**src/rtl/dmem_responder.sv**
```systemverilog
// Multi-cycle data-memory responder for the processor data port.
// Captures one load/store per transaction, waits a programmable number of
// cycles, then reports completion with a one-cycle MemReady pulse that is
// qualified by MemError for misaligned, out-of-range or conflicting accesses.
module dmem_responder #(
    parameter int unsigned DEPTH_WORDS = 32,
    parameter int unsigned LATENCY     = 2,
    parameter int unsigned AW          = 32
) (
    input  logic          clk,
    input  logic          rst,
    input  logic [AW-1:0] dAddress,
    input  logic [31:0]   dWriteData,
    input  logic          MemRead,
    input  logic          MemWrite,
    output logic [31:0]   dReadData,
    output logic          MemReady,
    output logic          MemError
);

    localparam int unsigned IW         = (DEPTH_WORDS > 1) ? $clog2(DEPTH_WORDS) : 1;
    localparam logic [AW:0] BYTE_LIMIT = (AW+1)'(4 * DEPTH_WORDS);
    localparam logic [3:0]  CNT_INIT   = 4'(LATENCY - 1);

    typedef enum logic [1:0] {
        IDLE,
        WAIT,
        RESP
    } state_t;

    state_t         state_q;
    logic [3:0]     cnt_q;
    logic [AW-1:0]  addr_q;
    logic [31:0]    wdata_q;
    logic           rd_q;
    logic           wr_q;
    logic [31:0]    rdata_q;
    logic           ready_q;
    logic           error_q;
    logic [31:0]    mem_q [DEPTH_WORDS];

    logic           misaligned;
    logic           out_of_range;
    logic           conflict;
    logic           access_err;
    logic [IW-1:0]  idx;

    // Access legality and storage index, derived only from captured values.
    always_comb begin
        misaligned   = (addr_q[1:0] != 2'b00);
        out_of_range = ({1'b0, addr_q} >= BYTE_LIMIT);
        conflict     = rd_q & wr_q;
        access_err   = misaligned | out_of_range | conflict;
        idx          = addr_q[IW+1:2];
    end

    // Transaction FSM, wait counter, storage and registered bus outputs.
    // The pulse is registered from the RESP state, so MemReady rises on the
    // edge leaving RESP; load data is latched on that same edge so it is
    // already valid while MemReady is visible, and the FSM is then free to
    // capture a still-held request as the next transaction.
    always_ff @(posedge clk or negedge rst) begin
        if (!rst) begin
            state_q <= IDLE;
            cnt_q   <= '0;
            addr_q  <= '0;
            wdata_q <= '0;
            rd_q    <= 1'b0;
            wr_q    <= 1'b0;
            rdata_q <= '0;
            ready_q <= 1'b0;
            error_q <= 1'b0;
            for (int unsigned i = 0; i < DEPTH_WORDS; i++) begin
                mem_q[i] <= '0;
            end
        end else begin
            ready_q <= (state_q == RESP);
            error_q <= (state_q == RESP) && access_err;
            case (state_q)
                IDLE: begin
                    if (MemRead | MemWrite) begin
                        addr_q  <= dAddress;
                        wdata_q <= dWriteData;
                        rd_q    <= MemRead;
                        wr_q    <= MemWrite;
                        cnt_q   <= CNT_INIT;
                        state_q <= (LATENCY > 1) ? WAIT : RESP;
                    end
                end
                WAIT: begin
                    cnt_q <= 4'(cnt_q - 4'd1);
                    if (cnt_q == 4'd1) begin
                        state_q <= RESP;
                    end
                end
                RESP: begin
                    state_q <= IDLE;
                    if (!access_err) begin
                        if (rd_q) begin
                            rdata_q <= mem_q[idx];
                        end
                        if (wr_q) begin
                            mem_q[idx] <= wdata_q;
                        end
                    end
                end
                default: state_q <= IDLE;
            endcase
        end
    end

    assign dReadData = rdata_q;
    assign MemReady  = ready_q;
    assign MemError  = error_q;

endmodule

```
**config.mk**
```make
export PLATFORM = sky130hd
export DESIGN_NAME = dmem_responder
export DESIGN_NICKNAME = d
export VERILOG_FILES = /design/src/rtl/dmem_responder.sv
export SDC_FILE = /design/constraint.sdc
export NUM_CORES = 1
export LEC_CHECK = 0
export ABC_AREA = 1
export ABC_CLOCK_PERIOD_IN_PS = 2000
export CAP_MARGIN = 20
export CORE_ASPECT_RATIO = 1.1
export CORE_UTILIZATION = 45
export DETAILED_ROUTE_END_ITERATION = 6
export PLACE_DENSITY = 0.64
export SLEW_MARGIN = 20
export SYNTH_ARGS = -nofsm -noshare
export SYNTH_HDL_FRONTEND = slang
export SYNTH_SLANG_ARGS = --single-unit
```
**constraint.sdc**
```tcl
create_clock -name clk -period 2 [get_ports clk]
set_input_delay 0.5 -clock clk [delete_from_list [all_inputs] [get_ports clk]]
set_output_delay 0.5 -clock clk [all_outputs]
set_load 0.02 [all_outputs]
```
==> reports/results.tsv <==
metric	value	unit
status	finished, violations left	
failing checks	setup timing	
Syn Nets	8118	
crit path capture	mem_q[1014]$_DFFE_PN0P_	
Cell Pwr Density	1004	mW/mm2
drt initial violations	6562	
CP cell instances	buf_12 -> nor3_4 -> buf_12 -> buf_6 -> clkinvlp_4 -> buf_6 -> nor2_4 -> buf_6 -> buf_6 -> buf_6 -> buf_12 -> nand3_1 -> nand2_1	
PortBufs	101	
Chip Height	373.5	um
Synth cell types	27	
CTS H-tree lvls	3	
Tot GR Track Use	0.3297	
final setup vio count	1056	
antenna violations before repair	4	
Max-slew headroom	0.4398	
full die area	0.1269	mm2
final period utilization	1.117	
fill count	10910	
Largest delay share family, worst path	buffers and inverters	
# IOs	102	
Setup crit end kind	register	
max cap viols	0	
worst path bufs/invs	9	
post-synthesis register bit count	1130	
met1 Track Usage GR	0.4410	
Stages on worst setup path	13	
grt total ovfl	0	
worst reg-to-reg path cell count	13	
GRT met2 Usage	0.5179	
RSZ-0062 raised after global routing	yes	
Most Used Layer, Global Route	met2	
GP Congestion	0.8764	
Antenna Nets Post-Route	0	
Worst path max stage delay	0.41	ns
Mapped Cells	8048	
vias in the first global route	53430	
Pins Over Slew Limit	0	
top_reg_cell synth	dfrtp_1	
DR pass1 iterations	6	
CTS Buf Count	119	
Pwr Total	72.32	mW
Initial Utilization	0.4561	
max frequency	447.7	MHz
DP HPWL	119600	um
DRC	0	
Vias/cell	5.553	
Reg2Reg Launch Point	addr_q[4]$_DFFE_PN0P_	
leakage	40.16	nW
nets@finish	8332	
Worst VDD drop	1.085	mV
r2r setup slk	-0.23	ns
core area	0.1238	mm2
Die W	339.8	um
crit path from	addr_q[4]$_DFFE_PN0P_	
register area share after synthesis	0.5008	
Clock Sink Count	1130	
drt wl/cell	21.59	um
slowest CP cell	dfrtp_1	
EDFF count, synth	0	
Skew-Pair Late Insertion Delay	0.77	ns
Hold Crit Class	primary input to register	
Finished Cell Area	0.07200	mm2
syn_area_per_cell	7.016	um2
# diodes	0	
synth-to-layout area growth	27.51	%
Post-synth ARST share	1.000	
min cycle time layout	2.233	ns
crit path DAT	2.89	ns
global-route wire length before repair	324800	um
Worst Skew	0.05526	ns
Tightest Pin Transition	0.8316	ns
setup_tns	-106.00	ns
CP required	2.65	ns
Final Hold Violating Endpoints	0	
reg2reg end	mem_q[1014]$_DFFE_PN0P_	
worst-path maximum fanout	8	
Post-DP Area	0.06206	mm2
CTS clk-pin slew, worst paths	0.06	ns
CTS root buf	clkbuf_16	
crit path kind	register to register	
largest net degree at the start of global routing	86	
TritonCTS clock tree	built	
Vias	55570	
ratio of cells with drive above 1 in the final layout	0.1496	
synth warn	0	
Cell Area, Synth	0.05647	mm2
kind of launch point of the worst setup path	register	
Final Worst Setup Slack	-0.2335	ns
final wirelength	216100	um
Critical Path Most Common Cell	buf_6	
std cell rows	135	
Longest Clk Path Bufs	3	
met3 usage	0.05556	
synth_stat cells (8+ instances only):
library cell	count	area, um2
nand3_1	1154	5776
nor2_4	24	270.3
nand2_1	4872	18290
buf_1	13	48.80
o21ai_0	8	40.04
buf_2	301	1506
inv_2	10	37.54
clkbuf_2	30	150.1
inv_1	73	274.0
clkbuf_1	310	1164
dfrtp_1	1130	28280
nor2_1	89	334.1
flip-flops by register name, summed over array words and instances, names as in the netlist:
signal     count
dReadData     32
state_q        2
cnt_q          4
MemError       1
mem_q       1024
rd_q           1
MemReady       1
wdata_q       32
addr_q        32
wr_q           1
cell families (layout without fill, tap and decap cells):
group           Yosys count  count (layout)  synth area share
compound gates           12              12          0.001197
xor+xnor                  1               1         0.0001551
fa+ha+maj                 2               2         0.0004431
buf+inv                 741            1056           0.05670
flops                  1130            1130            0.5008
simple gates           6162            6162            0.4407
worst reg2reg max path, cell delays in order, from the launching register on:
cell and delay (ns):
dfrtp_1 0.41, buf_12 0.14, nor3_4 0.23, buf_12 0.15, buf_6 0.11, clkinvlp_4 0.13
buf_6 0.15, nor2_4 0.14, buf_6 0.12, buf_6 0.08, buf_6 0.13, buf_12 0.17
nand3_1 0.09, nand2_1 0.10
worst min path at each step:
stage | startpoint | to | slack, ns | cells past startpoint
detailed placement | addr_q[11]$_DFFE_PN0P_ | addr_q[11]$_DFFE_PN0P_ | 0.46 | 2
global route | dWriteData[5] | wdata_q[5]$_DFFE_PN0P_ | 0.29 | 3
finish | dWriteData[6] | wdata_q[6]$_DFFE_PN0P_ | 0.27 | 3
global placement | addr_q[11]$_DFFE_PN0P_ | addr_q[11]$_DFFE_PN0P_ | 0.45 | 2
floorplan | rst | MemError$_DFF_PN0_ | 0.20 | 0
CTS | dWriteData[2] | wdata_q[2]$_DFFE_PN0P_ | 0.25 | 3
cells in the final DEF (no fill, tap or decap), types with 36 or more instances in the layout:
cell type / n
buf_12: 189
buf_16: 77
buf_4: 277
buf_6: 52
clkbuf_16: 142
clkbuf_8: 36
clkdlybuf4s50_1: 66
dfrtp_1: 1122
inv_1: 72
nand2_1: 4698
nand2_2: 143
nand3_1: 1018
nand3_2: 129
nor2_1: 61
nor2_4: 37
cell type report:
cell class              instances  area [um2]  area share
clock inverters                31       309.0    0.004292
inverters                      86       349.1    0.004848
well taps                    1644        2057     0.02857
flip-flops and latches       1130       28290      0.3929
multi-input cells            6177       26600      0.3694
repair buffers                748       10730      0.1490
clock buffers                 191        3672     0.05100
routing by layer:
layer	wire length [um]	vias to the layer above
li1	-	25340
met1	85060	26580
met2	98960	2990
met3	20770	662
met4	11300	2
met5	13	-
stage by stage:
stage	util	setup slack, ns	std cells	hold WS (ns)
2_1_floorplan	-	0.2228	8048	0.2044
3_3_place_gp	0.5012	-0.3777	9580	0.4495
3_5_place_dp	0.5012	-0.3339	9580	0.4561
4_1_cts	0.5713	-0.2442	9978	0.2456
5_1_grt	0.5815	-0.3100	10010	0.2892
6_report	0.5815	-0.2335	10010	0.2682
where the power goes:
part           internal, mW  total (mW)  switching, mW
clock                  13.1        22.8           9.68
sequential             23.6        24.1          0.468
combinational          7.63        25.4           17.8
what timing repair did:
item / in CTS / in global routing
hold endpoints to repair: 24 / 0
buffers inserted: 99 / 27
endpoints found under the setup margin: 1081 / 1057
hold buffers: 1 / 0
cloned: 82 / 21
pin swaps: 161 / 97
gates resized for setup: 458 / 244
Power figures use the tool's default switching activity.
